===== src/rtl/jt6295_mix_pkg.sv =====
// Shared definitions for the jt6295 voice mixer.
// Holds the clog2 helper, the accumulator width function and the pass FSM state type.
// Imported by jt6295_mix; jt6295_mix_sat needs nothing from here.
package jt6295_mix_pkg;

  typedef enum logic {
    IDLE = 1'b0,
    RUN  = 1'b1
  } state_t;

  // Ceiling log2; clog2(1) = 0 so a single channel or RATE=1 adds no bits.
  function automatic int clog2(input int v);
    int r;
    r = 0;
    for (int i = 0; i < 31; i++) begin
      if ((1 << i) < v) r = i + 1;
    end
    return r;
  endfunction

  // Headroom for CH channels times RATE passes plus one guard bit.
  function automatic int acc_w(input int inw, input int ch, input int rate);
    return inw + clog2(ch) + clog2(rate) + 1;
  endfunction

endpackage


===== src/rtl/jt6295_mix_sat.sv =====
// Signed saturator from IW to OW bits with a clip flag (combinational).
// Ports: din (IW signed) -> dout (OW signed); clip = 1 when din does not fit in OW.
// When OW >= IW the value is only sign-extended and clip stays 0.
module jt6295_mix_sat #(
  parameter int IW = 18,
  parameter int OW = 17
) (
  input  logic signed [IW-1:0] din,
  output logic signed [OW-1:0] dout,
  output logic                 clip
);

  generate
    if (IW > OW) begin : g_narrow
      // Fits when every bit above the OW sign position equals the sign bit.
      always_comb begin
        if (din[IW-1:OW-1] == {(IW-OW+1){din[IW-1]}}) begin
          dout = din[OW-1:0];
          clip = 1'b0;
        end else begin
          dout = {din[IW-1], {(OW-1){~din[IW-1]}}};
          clip = 1'b1;
        end
      end
    end else begin : g_wide
      assign dout = OW'(din);
      assign clip = 1'b0;
    end
  endgenerate

endmodule


===== src/rtl/jt6295_mix.sv =====
// Serial CH-voice ADPCM mixer: sums channels once per cen_sub, integrates a frame, saturates to OUTW.
// Ports: clk/rst (async, active-high); cen/cen_sub strobes; sound_in/ch_mute inputs;
//        sound_out, sample, busy, overrun (sticky), clip (sticky) outputs.
// Optional JT6295_MIX_INTERPOL_EN: linear interpolation between frames, one output per cen_sub.
module jt6295_mix
  import jt6295_mix_pkg::*;
#(
  parameter int CH   = 4,
  parameter int INW  = 12,
  parameter int OUTW = 14,
  parameter int RATE = 4
) (
  input  logic                   clk,
  input  logic                   rst,
  input  logic                   cen,
  input  logic                   cen_sub,
  input  logic [CH*INW-1:0]      sound_in,
  input  logic [CH-1:0]          ch_mute,
  output logic signed [OUTW-1:0] sound_out,
  output logic                   sample,
  output logic                   busy,
  output logic                   overrun,
  output logic                   clip
);

  localparam int ACCW = acc_w(INW, CH, RATE);
  localparam int IDXW = (CH > 1) ? clog2(CH) : 1;

  state_t                 state_q, state_d;
  logic [IDXW-1:0]        idx_q, idx_d;
  logic signed [ACCW-1:0] acc_q, acc_d;
  logic signed [ACCW-1:0] frame_q, frame_d;
  logic                   load_q, load_d;   // output stage updates on the next clk
  logic signed [OUTW-1:0] sound_out_q, sound_out_d;
  logic                   sample_q, sample_d;
  logic                   overrun_q, overrun_d;
  logic                   clip_q, clip_d;

  logic signed [INW-1:0]  ch_sel;
  logic signed [ACCW:0]   ch_ext;
  logic signed [ACCW:0]   acc_sum;
  logic signed [ACCW-1:0] acc_sat;
  logic                   acc_clip;
  logic signed [OUTW-1:0] out_sat;
  logic                   out_clip;

  // Channel under the current serial index, muted channels contribute 0.
  always_comb begin
    ch_sel  = sound_in[int'(idx_q)*INW +: INW];
    ch_ext  = ch_sel;
    if (ch_mute[idx_q]) ch_ext = '0;
    acc_sum = $signed({acc_q[ACCW-1], acc_q}) + ch_ext;
  end

  jt6295_mix_sat #(.IW(ACCW+1), .OW(ACCW)) u_acc_sat (
    .din  (acc_sum),
    .dout (acc_sat),
    .clip (acc_clip)
  );

`ifdef JT6295_MIX_INTERPOL_EN
  localparam int LR  = clog2(RATE);
  localparam int KW  = LR + 1;
  localparam int IPW = ACCW + LR + 3;

  logic signed [ACCW-1:0] prev_q, prev_d;
  logic [KW-1:0]          k_q, k_d;     // strobes since the last cen, 1..RATE
  logic signed [IPW-1:0]  diff, prod, interp;

  // prev + k*(cur-prev)/RATE with the division as an arithmetic shift.
  always_comb begin
    diff   = IPW'(frame_q) - IPW'(prev_q);
    prod   = diff * $signed({1'b0, k_q});
    interp = (prod >>> LR) + IPW'(prev_q);
  end

  jt6295_mix_sat #(.IW(IPW), .OW(OUTW)) u_out_sat (
    .din  (interp),
    .dout (out_sat),
    .clip (out_clip)
  );
`else
  jt6295_mix_sat #(.IW(ACCW), .OW(OUTW)) u_out_sat (
    .din  (frame_q),
    .dout (out_sat),
    .clip (out_clip)
  );
`endif

  always_comb begin
    state_d     = state_q;
    idx_d       = idx_q;
    acc_d       = acc_q;
    frame_d     = frame_q;
    load_d      = 1'b0;
    overrun_d   = overrun_q;
    clip_d      = clip_q;
    sound_out_d = sound_out_q;
    sample_d    = 1'b0;
`ifdef JT6295_MIX_INTERPOL_EN
    prev_d      = prev_q;
    k_d         = k_q;
`endif

    case (state_q)
      IDLE: begin
        if (cen_sub) begin
          state_d = RUN;
          idx_d   = '0;
          // Frame boundary: latch the finished total, new pass starts from zero.
          if (cen) begin
            frame_d = acc_q;
            acc_d   = '0;
          end
`ifdef JT6295_MIX_INTERPOL_EN
          if (cen) begin
            prev_d = frame_q;
            k_d    = KW'(1);
          end else if (k_q != KW'(RATE)) begin
            k_d = k_q + KW'(1);
          end
          load_d = 1'b1;
`else
          load_d = cen;
`endif
        end
      end
      RUN: begin
        acc_d = acc_sat;
        if (acc_clip) clip_d = 1'b1;
        // A strobe arriving mid-pass is dropped but remembered.
        if (cen_sub) overrun_d = 1'b1;
        if (idx_q == IDXW'(CH-1)) state_d = IDLE;
        else                      idx_d   = idx_q + IDXW'(1);
      end
    endcase

    if (load_q) begin
      sound_out_d = out_sat;
      sample_d    = 1'b1;
      if (out_clip) clip_d = 1'b1;
    end
  end

  always_ff @(posedge clk or posedge rst) begin
    if (rst) begin
      state_q     <= IDLE;
      idx_q       <= '0;
      acc_q       <= '0;
      frame_q     <= '0;
      load_q      <= 1'b0;
      sound_out_q <= '0;
      sample_q    <= 1'b0;
      overrun_q   <= 1'b0;
      clip_q      <= 1'b0;
`ifdef JT6295_MIX_INTERPOL_EN
      prev_q      <= '0;
      k_q         <= '0;
`endif
    end else begin
      state_q     <= state_d;
      idx_q       <= idx_d;
      acc_q       <= acc_d;
      frame_q     <= frame_d;
      load_q      <= load_d;
      sound_out_q <= sound_out_d;
      sample_q    <= sample_d;
      overrun_q   <= overrun_d;
      clip_q      <= clip_d;
`ifdef JT6295_MIX_INTERPOL_EN
      prev_q      <= prev_d;
      k_q         <= k_d;
`endif
    end
  end

  assign sound_out = sound_out_q;
  assign sample    = sample_q;
  assign busy      = (state_q == RUN);
  assign overrun   = overrun_q;
  assign clip      = clip_q;

endmodule

===== config.mk =====
export PLATFORM = sky130hd
export DESIGN_NAME = jt6295_mix
export DESIGN_NICKNAME = d
export VERILOG_FILES = /design/src/rtl/jt6295_mix_pkg.sv /design/src/rtl/jt6295_mix_sat.sv /design/src/rtl/jt6295_mix.sv
export SDC_FILE = /design/constraint.sdc
export NUM_CORES = 1
export LEC_CHECK = 0
export CAP_MARGIN = 20
export CORE_UTILIZATION = 46
export DETAILED_ROUTE_END_ITERATION = 7
export PLACE_DENSITY = 0.82
export SLEW_MARGIN = 15
export SYNTH_ARGS = -nofsm -noshare
export SYNTH_HDL_FRONTEND = slang
export SYNTH_SLANG_ARGS = --single-unit

===== constraint.sdc =====
create_clock -name clk -period 7.1 [get_ports clk]
set_input_delay 0.71 -clock clk [delete_from_list [all_inputs] [get_ports clk]]
set_output_delay 0.71 -clock clk [all_outputs]
set_load 0.1 [all_outputs]

==> reports/results.ini <==
[die]
start_util_pct = 48.5
coreArea_mm2 = 0.00737
dieArea_mm2 = 0.00813
chipHeight_um = 90.1
dieWidth_um = 90.1
placementRows = 31
io-pin-count = 74

[critical_path]
rr_startpoint = idx_q[0]$_DFFE_PP0P_
start_kind = register
crit_fanout = 19
crit_chain = mux4_2 > nor2b_1 > ha_1 > a31o_2 > a21oi_1 > o21ai_1 > or2_1 > o311ai_4 > nand3_2 > nand3_1
cp.required_ps = 7320
timing.rr.end = acc_q[10]$_DFFE_PP0P_
cp-endpoint = acc_q[10]$_DFFE_PP0P_
crit_type = reg2reg
worst-path-stages = 10
startpoint = idx_q[0]$_DFFE_PP0P_
crit_path_end_kind = register
max_stage_delay_ps = 890
worstPathArrival_ps = 4710
crit_buf_inv = 0
cp_top_family = simple AND/OR/NAND/NOR gates
slowest_stage = dfrtp_1
rr_worst_depth = 10
r2r_slack_ps = 2610

[synthesis]
synth.most_common_cell = nand2_1
synthTopCellsByArea = dfrtp_1 39%, mux4_2 7.6%, nand2_1 7.5%
synth-edff-count = 0
synthFlopType = dfrtp_1
synth_async_sr_flop_share_pct = 100
synth_area_mm2 = 0.00357
syn-mean-instance-area_um2 = 9.14
ys_top_cells_by_count = 71 x nand2_1, 55 x dfrtp_1, 36 x a21oi_1
ys_warn_count = 0
synth.largest_area_cell = dfrtp_1
synth_seq_cells = 55
seq_area_frac_synth_pct = 38.5
synth_cell_types = 55
yosys.area.top_type_share_pct = 38.5
synth_fp_nets = 466
synth_cells = 391

[cts]
cts.reportedPaths.clkPinSlew_ps = 90
clock_latency_ps = 300
post_cts_resized = 0
cts_tree = done
postCtsSetupRepairBufs = 0
numCtsBuffers = 5
cts_root_buf = clkbuf_8
ctsHoldBuffers = 0
clock_sinks = 55
cts-htree-levels = 2
cts_buffer_depth = 2

[grt]
grt_pass1_wl_um = 13400
use_met3_pct = 3.64
antenna_found_initial = 0
met2_usage_pct = 34.7
grt_overflow = 0
grt_start_max_net_pins = 56
grt_use_met1_pct = 25.1
grt_pass1_vias = 3035
grtUsageTotal_pct = 19.9
top_usage_layer = met2

[timing]
max_freq_ghz = 0.223
rsz0062_at_grt = no
fin_worst_skew_ps = 10.4
finalSetupViolations = 0
finalHoldViolCount = 0
final-max-slew-violation-count = 0
setup_tns_ps = 0
relSlewSlack_pct = 35.5
post-route-period-util_pct = 63.3
worst_pin_slew_ps = 964
min_period_ps = 4490

[finish]
drive_above_1_share_pct = 7.13
areaGrowthSynthToFinish_pct = 24.0
num-nets-final = 524
diodes = 0

[detailed_routing]
via_per_inst = 5.61
vias = 3072
drc = 0
wl_per_cell_um = 13.7
postRouteAntennaNets = 0
drt_wl_total_um = 7510
dr.pass1.iters = 4
drt_iter0_drc = 137

[place]
dpl.hpwl_um = 5970
place_congestion = 0.879
port_buffers = 73

[hold_path]
hp-class = reg2reg

[run_status]
run_status = finished clean

[job]
cap_viol_max_count = 0

-- area by class of cell --
type,instances,area [µm²]
timing repair buffer,74,738
clock buffer,6,72.6
sequential,55,1380
clock inverter,1,30.0
fill,656,2940
inverter,13,50.0
multi-input combinational,300,2040
tap,99,124
-- state kept, by name, summed over array words and instances (netlist names) --
register / flops
load_q: 1
frame_q: 17
idx_q: 2
clip: 1
acc_q: 17
sound_out: 14
sample: 1
overrun: 1
busy: 1
-- how the worst min path moves through the flow --
stage,from,cells past startpoint,to,slack (ps)
detailed placement,overrun$_DFFE_PP0P_,1,overrun$_DFFE_PP0P_,440
global placement,overrun$_DFFE_PP0P_,1,overrun$_DFFE_PP0P_,440
finish,overrun$_DFFE_PP0P_,1,overrun$_DFFE_PP0P_,460
floorplan,load_q$_DFF_PP0_,0,sample$_DFF_PP0_,350
CTS,overrun$_DFFE_PP0P_,1,overrun$_DFFE_PP0P_,460
global route,overrun$_DFFE_PP0P_,1,overrun$_DFFE_PP0P_,490
-- layout by cell type, fill, tap and decap left out, types with 2 or more instances in the layout --
| master | instances |
|---|---|
| clkdlybuf4s50_1 | 73 |
| nand2_1 | 71 |
| dfrtp_1 | 55 |
| a21oi_1 | 36 |
| nor2_1 | 27 |
| nand3_1 | 24 |
| ha_1 | 18 |
| nor2b_1 | 15 |
| mux4_2 | 12 |
| inv_1 | 11 |
| o211ai_1 | 11 |
| o21ai_0 | 8 |
| xnor2_1 | 8 |
| o21ai_1 | 7 |
| a32oi_1 | 7 |
| xor2_1 | 6 |
| clkbuf_8 | 5 |
| nand4_1 | 4 |
| nor3_1 | 4 |
| a31o_2 | 3 |
| a211oi_1 | 3 |
| a211o_1 | 2 |
| maj3_1 | 2 |
| a22o_1 | 2 |
| a21o_1 | 2 |
| mux2_2 | 2 |
| mux2i_1 | 2 |
| a31oi_1 | 2 |
-- logic make-up after synthesis --
logic type               after synthesis  share of synthesized area, %
buffers and inverters                 36                          4.41
AND/OR/NAND/NOR                      153                          19.3
flip-flops                            55                          38.5
multiplexers                          16                          8.75
adder cells (fa/ha/maj)               21                          7.42
XOR/XNOR                              14                          3.43
AO/OA/AOI/OAI                         96                          18.1
-- per-stage QoR --
stage	utilization (%)	hold slack, ps	setup slack [ps]	cell area, µm²	std cells
finish	60.1	458	2610	4430	548
global route	60.1	488	2280	4430	548
CTS	60.1	465	2600	4430	548
detailed placement	58.7	444	2540	4330	541
global placement	58.7	438	2640	4330	541
floorplan	-	352	3230	3570	391
-- metal layers --
metal	wire [µm]	vias up	share of wire, %
met3	429	10	5.7
met1	3370	1417	45
met4	93	0	1.2
met5	0	-	0
met2	3610	124	48
li1	-	1521	-
Power is not shown: default switching activity piles up to over one toggle a cycle in this logic, so the estimate is an artifact.
